$ cat config.mk
export PLATFORM = sky130hd
export DESIGN_NAME = cruise_speed_regulator
export DESIGN_NICKNAME = d
export VERILOG_FILES = /design/src/rtl/cruise_speed_regulator.sv
export SDC_FILE = /design/constraint.sdc
export NUM_CORES = 1
export LEC_CHECK = 0
export CAP_MARGIN = 25
export CORE_UTILIZATION = 40
export CTS_BUF_LIST = sky130_fd_sc_hd__clkbuf_4 sky130_fd_sc_hd__clkbuf_8
export CTS_CLUSTER_DIAMETER = 30
export DETAILED_ROUTE_END_ITERATION = 7
export PLACE_DENSITY = 0.6
export SLEW_MARGIN = 20
export SYNTH_ARGS = -nofsm -noshare
export SYNTH_HDL_FRONTEND = slang
export SYNTH_SLANG_ARGS = --single-unit
$ cat constraint.sdc
create_clock -name clk -period 3 [get_ports clk]
set_input_delay 0.6 -clock clk [delete_from_list [all_inputs] [get_ports clk]]
set_output_delay 0.6 -clock clk [all_outputs]
set_load 0.005 [all_outputs]
$ cat src/rtl/cruise_speed_regulator.sv
// cruise_speed_regulator
//   Consumer of the speed comparator's G/Eq/L result. It debounces the
//   comparator code, runs the IDLE/HOLD/ACCEL/DECEL cruise FSM and ramps a
//   saturating throttle level. accel/decel/locked/throttle are registered.
//
//   Optional feature macro: INVALID_CODE_CHECK_EN
//     defined   : a non-one-hot {G,Eq,L} code in HOLD/ACCEL/DECEL raises a
//                 sticky fault, forces IDLE with throttle 0, and only reset
//                 clears it.
//     undefined : fault is held at 0 and illegal codes are treated as Eq.
//
//   dbg_state exposes the FSM state: 0=IDLE 1=HOLD 2=ACCEL 3=DECEL.
//
//   Handshake: there is no valid/ready pairing here. The comparator code is
//   sampled on every rising clock edge, and every output is updated on every
//   edge.
module cruise_speed_regulator #(
   parameter int SETTLE      = 4,
   parameter int STEP_PERIOD = 8,
   parameter int LEVEL_W     = 4
) (
   input  logic               clk,
   input  logic               reset,
   input  logic               enable,
   input  logic               brake,
   input  logic               G,
   input  logic               Eq,
   input  logic               L,
   output logic [LEVEL_W-1:0] throttle,
   output logic               accel,
   output logic               decel,
   output logic               locked,
   output logic               fault,
   output logic [1:0]         dbg_state
);

   typedef enum logic [1:0] {
      S_IDLE  = 2'd0,
      S_HOLD  = 2'd1,
      S_ACCEL = 2'd2,
      S_DECEL = 2'd3
   } state_t;

   // Comparator code after decode; illegal codes fold onto Eq.
   localparam logic [1:0] C_L  = 2'd0;
   localparam logic [1:0] C_EQ = 2'd1;
   localparam logic [1:0] C_G  = 2'd2;

   localparam int SW = $clog2(SETTLE + 1);
   localparam int TW = (STEP_PERIOD > 1) ? $clog2(STEP_PERIOD) : 1;

   localparam logic [SW-1:0]      SETTLE_V = SW'(SETTLE);
   localparam logic [TW-1:0]      STEP_TOP = TW'(STEP_PERIOD - 1);
   localparam logic [LEVEL_W-1:0] LVL_MAX  = '1;

   state_t             state;
   logic [SW-1:0]      settle_cnt;
   logic [TW-1:0]      step_cnt;
   logic [1:0]         last_code;

   logic               code_valid;
   logic               bad_code;
   logic [1:0]         cur_code;
   logic [SW-1:0]      settle_next;
   logic               step_wrap;

   // Decode the comparator triple and work out the next debounce count.
   always_comb begin
      code_valid = ({G, Eq, L} == 3'b100) || ({G, Eq, L} == 3'b010) ||
                   ({G, Eq, L} == 3'b001);
      cur_code   = C_EQ;
      if (code_valid && L) cur_code = C_L;
      if (code_valid && G) cur_code = C_G;
`ifdef INVALID_CODE_CHECK_EN
      bad_code   = !code_valid;
`else
      bad_code   = 1'b0;
`endif
      // A fresh state (count 0) or a different code restarts the run at 1;
      // the count saturates at SETTLE so a long Eq run keeps locked asserted.
      if ((settle_cnt != '0) && (cur_code == last_code)) begin
         settle_next = (settle_cnt == SETTLE_V) ? SETTLE_V : settle_cnt + 1'b1;
      end else begin
         settle_next = SW'(1);
      end
      step_wrap = (step_cnt == STEP_TOP);
   end

   // Cruise FSM with registered outputs; reset > brake/disable > fault > FSM.
   always_ff @(posedge clk) begin
      if (reset) begin
         state      <= S_IDLE;
         throttle   <= '0;
         accel      <= 1'b0;
         decel      <= 1'b0;
         locked     <= 1'b0;
         fault      <= 1'b0;
         settle_cnt <= '0;
         step_cnt   <= '0;
         last_code  <= C_EQ;
      end else if (brake || !enable || fault) begin
         // A latched fault parks the block in IDLE exactly like a disengage.
         state      <= S_IDLE;
         throttle   <= '0;
         accel      <= 1'b0;
         decel      <= 1'b0;
         locked     <= 1'b0;
         settle_cnt <= '0;
         step_cnt   <= '0;
      end else if (bad_code && (state != S_IDLE)) begin
         state      <= S_IDLE;
         fault      <= 1'b1;
         throttle   <= '0;
         accel      <= 1'b0;
         decel      <= 1'b0;
         locked     <= 1'b0;
         settle_cnt <= '0;
         step_cnt   <= '0;
      end else begin
         case (state)
            S_IDLE: begin
               state      <= S_HOLD;
               throttle   <= '0;
               settle_cnt <= '0;
               step_cnt   <= '0;
            end
            S_HOLD: begin
               last_code <= cur_code;
               if ((settle_next == SETTLE_V) && (cur_code == C_L)) begin
                  state      <= S_ACCEL;
                  accel      <= 1'b1;
                  locked     <= 1'b0;
                  settle_cnt <= '0;
                  step_cnt   <= '0;
               end else if ((settle_next == SETTLE_V) && (cur_code == C_G)) begin
                  state      <= S_DECEL;
                  decel      <= 1'b1;
                  locked     <= 1'b0;
                  settle_cnt <= '0;
                  step_cnt   <= '0;
               end else begin
                  settle_cnt <= settle_next;
                  locked     <= (cur_code == C_EQ) && (settle_next == SETTLE_V);
               end
            end
            S_ACCEL: begin
               if (cur_code != C_L) begin
                  state      <= S_HOLD;
                  accel      <= 1'b0;
                  settle_cnt <= '0;
                  step_cnt   <= '0;
               end else if (step_wrap) begin
                  step_cnt <= '0;
                  if (throttle != LVL_MAX) throttle <= throttle + 1'b1;
               end else begin
                  step_cnt <= step_cnt + 1'b1;
               end
            end
            S_DECEL: begin
               if (cur_code != C_G) begin
                  state      <= S_HOLD;
                  decel      <= 1'b0;
                  settle_cnt <= '0;
                  step_cnt   <= '0;
               end else if (step_wrap) begin
                  step_cnt <= '0;
                  if (throttle != '0) throttle <= throttle - 1'b1;
               end else begin
                  step_cnt <= step_cnt + 1'b1;
               end
            end
            default: state <= S_IDLE;
         endcase
      end
   end

   assign dbg_state = state;

endmodule
== Word level (Yosys, flattened, before mapping) ==
Cells that the tools add are included.
Word-level totals
  register bits after elaboration: 17
  output and inout bits: 10
  input bits: 7
  logic and storage cells: 100
Operators by class
  add/sub/neg operators: 4
  muxes and demuxes: 36
  bitwise logic cells: 1
  reductions and logical operators: 25
  eq/ne operators: 26
Operators by type and width (count)
  $mux 3: 11
  $mux 4: 6
  $ne 2x2->1 const B: 12
  $pmux 3 s4: 2
  $eq 3x3->1 const B: 4
  $pmux 4 s3: 1
  $mux 2: 5
  $mux 1: 8
  $pmux 2 s4: 1
  $reduce_and 7->1: 1
  $add 3x1->3 const B: 2
  $eq 2x2->1 const B: 3
  $logic_and 1x1->1: 6
  $reduce_and 3->1: 2
  $reduce_bool 2->1: 3
  $reduce_bool 3->1: 2
  $add 4x1->4 const B: 1
  $eq 2x1->1 const B: 2
  $logic_not 2->1: 2
  $ne 4x4->1 const B: 1
  $pmux 1 s2: 2
  $reduce_and 2->1: 2
  $reduce_and 4->1: 1
  $reduce_bool 4->1: 1
  9 further kinds: 11

== Logic depth before layout (Yosys ltp) ==
  depth in word-level cells: 14
  gate-level depth with buffers: 9
  mapped depth without buffers: 8

== Least setup slack after synthesis ==
Ideal clock, no wire load.
  path type: flip-flop to flip-flop
  from: register state[1], in the netlist dbg_state[1]
  to: register throttle[3]
  setup slack: 1.001 ns
  arrival: 1.912 ns
  buffers on the path: 1
  setup time: 0.087 ns
  stages on the path, launching flop included: 10
  clock period less this slack: 1.999 ns
  required time: 2.913 ns
  cell sequence: dfxtp_1 > clkbuf_1 > nand2_1 > inv_1 > ha_1 > a21o_1 > a21oi_1 > xor2_1 > or4b_1 > o31ai_1
Between the ends
  word-level cells in the longest chain between the ends: 3
  elaborated cells between the ends (all ways): 12
  those cells by class: eq/ne: 8; mux: 1; reduce/logical: 3
RTL lines
  start, declared: line 56  | state_t state;
  start signal, assigned: line 92  | state <= S_IDLE;
  start signal, assigned: line 103  | state <= S_IDLE;
  start signal, assigned: line 111  | state <= S_IDLE;
  $eq 2x2->1 or $logic_not 2->1 (tied branches): line 120  | case (state)
  $ne 2x2->1 (no source line) or $reduce_bool 3->1 (tied branches)
  $reduce_and 7->1 (no source line)
  end signal, assigned: line 154  | if (throttle != LVL_MAX) throttle <= throttle + 1'b1;
  end signal, assigned: line 167  | if (throttle != '0) throttle <= throttle - 1'b1;
  end, declared: line 29  | output logic [LEVEL_W-1:0] throttle,
Parallel ways exist; a longest one is shown, timed or not.
A chain may end at the register's enable or synchronous reset.

== Worst setup path after layout ==
  from: input port G
  to: register locked
Between the ends
  word-level cells in the longest chain between the ends: 13
  elaborated cells between the ends (all ways): 21
  those cells by class: eq/ne: 7; mux: 5; reduce/logical: 9
RTL lines
  start, declared: line 26  | input logic G,
  $eq 3x3->1 or $eq 3x2->1 (tied branches): line 69  | code_valid = ({G, Eq, L} == 3'b100) || ({G, Eq, L} == 3'b010) ||
  $logic_or 1x1->1 (2 in series): line 69
  $logic_and 1x1->1: line 72  | if (code_valid && L) cur_code = C_L;
  $mux 1: line 72
  $mux 2 (*): line 73  | if (code_valid && G) cur_code = C_G;
  $eq 2x2->1: line 81  | if ((settle_cnt != '0) && (cur_code == last_code)) begin
  $logic_and 1x1->1: line 81
  $mux 3: line 81
  $eq 3x3->1: line 129, 135, 143
  $logic_and 1x1->1 (on tied branches): line 143, 135
  $mux 1: line 135  | end else if ((settle_next == SETTLE_V) && (cur_code == C_G)) begin
  $mux 1 (*): line 129  | if ((settle_next == SETTLE_V) && (cur_code == C_L)) begin
  end signal, assigned: line 143  | locked <= (cur_code == C_EQ) && (settle_next == SETTLE_V);
  end, declared: line 32  | output logic locked,
Mark *: on every way between the ends. The rest lies on a longest branch, timed or not.

==> flow_metrics.py <==
metrics = {
    "synth": {
        "synth_ff_type": "dfxtp_1",
        "synthDominantCellAreaShare_pct": 31.9,
        "synth_cells": 122,
        "yosys.area.top_type": "dfxtp_1",
        "synth_common_cells": "dfxtp_1 (17), nor2_1 (9), nand2_1 (8)",
        "synth_fp_nets": 136,
        "yosys.cell_count.top_type": "dfxtp_1",
        "synthTopCellsByArea": "dfxtp_1 (32%), ha_1 (7.0%), nand2b_1 (3.5%), a21oi_1 (3.3%), a22o_1 (3.3%)",
        "synthArstFlopShare_pct": 0,
        "synth_seq_cells": 17,
        "netlist_area_um2": 1070,
        "ys_warn_count": 0,
        "seq_area_frac_synth_pct": 31.9,
        "ys_types": 49,
        "synth_edf_count": 0,
        "syn_area_per_cell_um2": 8.75,
    },
    "place": {
        "io_buffers": 15,
        "gp_congestion": 0.911,
        "dp_hpwl_mm": 1.64,
        "place_area_um2": 1250,
    },
    "sta": {
        "slew_headroom_pct": 62.3,
        "final.period_utilization_pct": 73.5,
        "rsz0062_at_grt": "false",
        "drv_slew": 0,
        "hold_viol": 0,
        "skew_ns": 0.00462,
        "fmax_ghz": 0.453,
        "setup_viol": 0,
        "period_needed_ns": 2.21,
        "tightest_slew_ns": 0.560,
        "setup_tns_ns": 0,
    },
    "floorplanning": {
        "die_area_um2": 2880,
        "core_area_um2": 2500,
        "num_io_pins": 17,
        "start_util_pct": 42.7,
        "placementRows": 18,
        "die_h_um": 53.7,
        "dieWidth_um": 53.7,
    },
    "cts": {
        "root_buffer": "clkbuf_4",
        "cts_tree": "done",
        "ctsHoldBuffers": 0,
        "clock_path_buffers": 2,
        "numCtsBuffers": 3,
        "ctsResizeCount": 0,
        "clock-sinks": 17,
        "postCtsSetupBuffers": 0,
        "clk_pin_slew_ns": 0.10,
        "htreeDepth": 1,
        "clock_latency_ns": 0.29,
    },
    "setup_path": {
        "arrival_ns": 2.40,
        "start_kind": "input port",
        "cp_max_fo": 6,
        "criticalPathCategory": "in2reg",
        "cp-end-kind": "register",
        "cp_data_required_time_ns": 3.20,
    },
    "global_routing": {
        "grtUsageTotal_pct": 17.3,
        "gr-usage-met1_pct": 21.9,
        "grt_util_met3_pct": 2.54,
        "grt_max_degree": 14,
        "antenna_found_initial": 0,
        "grt_pass1_wl_mm": 3.56,
        "grt_overflow": 0,
        "grt-busiest-layer": "met2",
        "met2_usage_pct": 28.7,
        "grt_pass1_vias": 822,
    },
    "run_status": {
        "status": "completed",
    },
    "drt": {
        "drt_iter0_drc": 7,
        "antenna_left": 0,
        "routed_wl_mm": 2.14,
        "drcViolationCount": 0,
        "vias": 922,
        "dr.pass1.iters": 4,
        "wire_per_inst_um": 12.6,
        "via_per_inst": 5.46,
    },
    "layout": {
        "layout.nets": 154,
        "final_area_um2": 1280,
        "final_util_pct": 51.2,
        "layout.area.seq_um2": 340,
        "n_antenna_cell": 0,
        "multi_input_area_um2": 681,
        "layout-drive-gt1-share_pct": 10.1,
        "fill_cells": 248,
        "area_delta_synth_final_pct": 19.9,
    },
    "pwr": {
        "ir_drop_uv": 194,
        "pwr_density_cell_nw_per_um2": 310,
        "total_power_uw": 397,
        "p_leak_nw": 0.485,
    },
    "hold_path": {
        "hold_class": "reg2reg",
    },
    "flow_run": {
        "maxCapViolCount": 0,
    },
}
-- worst paths after layout --
path	start	to	slack (ns)	cells after the start
min	locked	locked	0.49	2
min reg2reg	locked	locked	0.49	2
max	G	locked	0.79	6
max reg2reg	dbg_state[0]	throttle[3]	0.82	8
-- cell usage in the layout (no fill, tap or decap), types with 6 or more instances in the layout --
| master | n |
|---|---|
| a21oi_1 | 7 |
| clkdlybuf4s50_1 | 15 |
| dfxtp_1 | 17 |
| ha_1 | 6 |
| inv_1 | 7 |
| nand2_1 | 8 |
| nand2b_1 | 6 |
| nor2_1 | 9 |
| o21ai_0 | 6 |
-- metal layers --
metal / part of all wire (%) / vias up
met5: 0 / -
met4: 0.56 / 0
met3: 3.9 / 2
met2: 47 / 21
met1: 48 / 423
li1: - / 476
-- power by group --
| group | switching, mW | internal [mW] | leakage [nW] |
|---|---|---|---|
| registers | 0.00202 | 0.226 | 0.137 |
| logic | 0.0178 | 0.0178 | 0.329 |
| clock network | 0.0718 | 0.0607 | 0.0184 |
-- critical path: stages --
cell,delay (ns)
clkdlybuf4s50_1,0.56
nor3b_2,0.25
xnor2_1,0.18
nand3_2,0.17
or3_4,0.38
o41ai_2,0.26
-- cell families after synthesis --
logic type,after synthesis,synth area share (%)
adders and majority gates,7,8.91
and+or+nand+nor,48,28.3
DFF,17,31.9
buffers and inverters,11,4.34
AOI/OAI and AO/OA,32,21.2
other,1,0.351
muxes,1,0.938
xor gates and xnor gates,5,4.10
-- flip-flops by register name, indices dropped and copies added (netlist names) --
register,count
locked,1
accel,1
dbg_state,2
last_code,2
settle_cnt,3
throttle,4
step_cnt,3
decel,1
-- metrics by stage --
step / cells / hold slack, ns / worst slack (ns)
5_1_grt: 169 / 0.513 / 0.659
4_1_cts: 169 / 0.489 / 0.804
3_5_place_dp: 165 / 0.469 / 0.500
6_report: 169 / 0.488 / 0.795
2_1_floorplan: 122 / 0.446 / 1.00
3_3_place_gp: 165 / 0.463 / 0.552
-- final cells by class --
type                    count  area share, %
flip-flops and latches     17           26.6
repair buffers             17           12.9
well taps                  30           2.93
clock buffers               4           2.35
inverters                   7           2.05
multi-input cells          94           53.2
(Power assumes the default switching activity.)
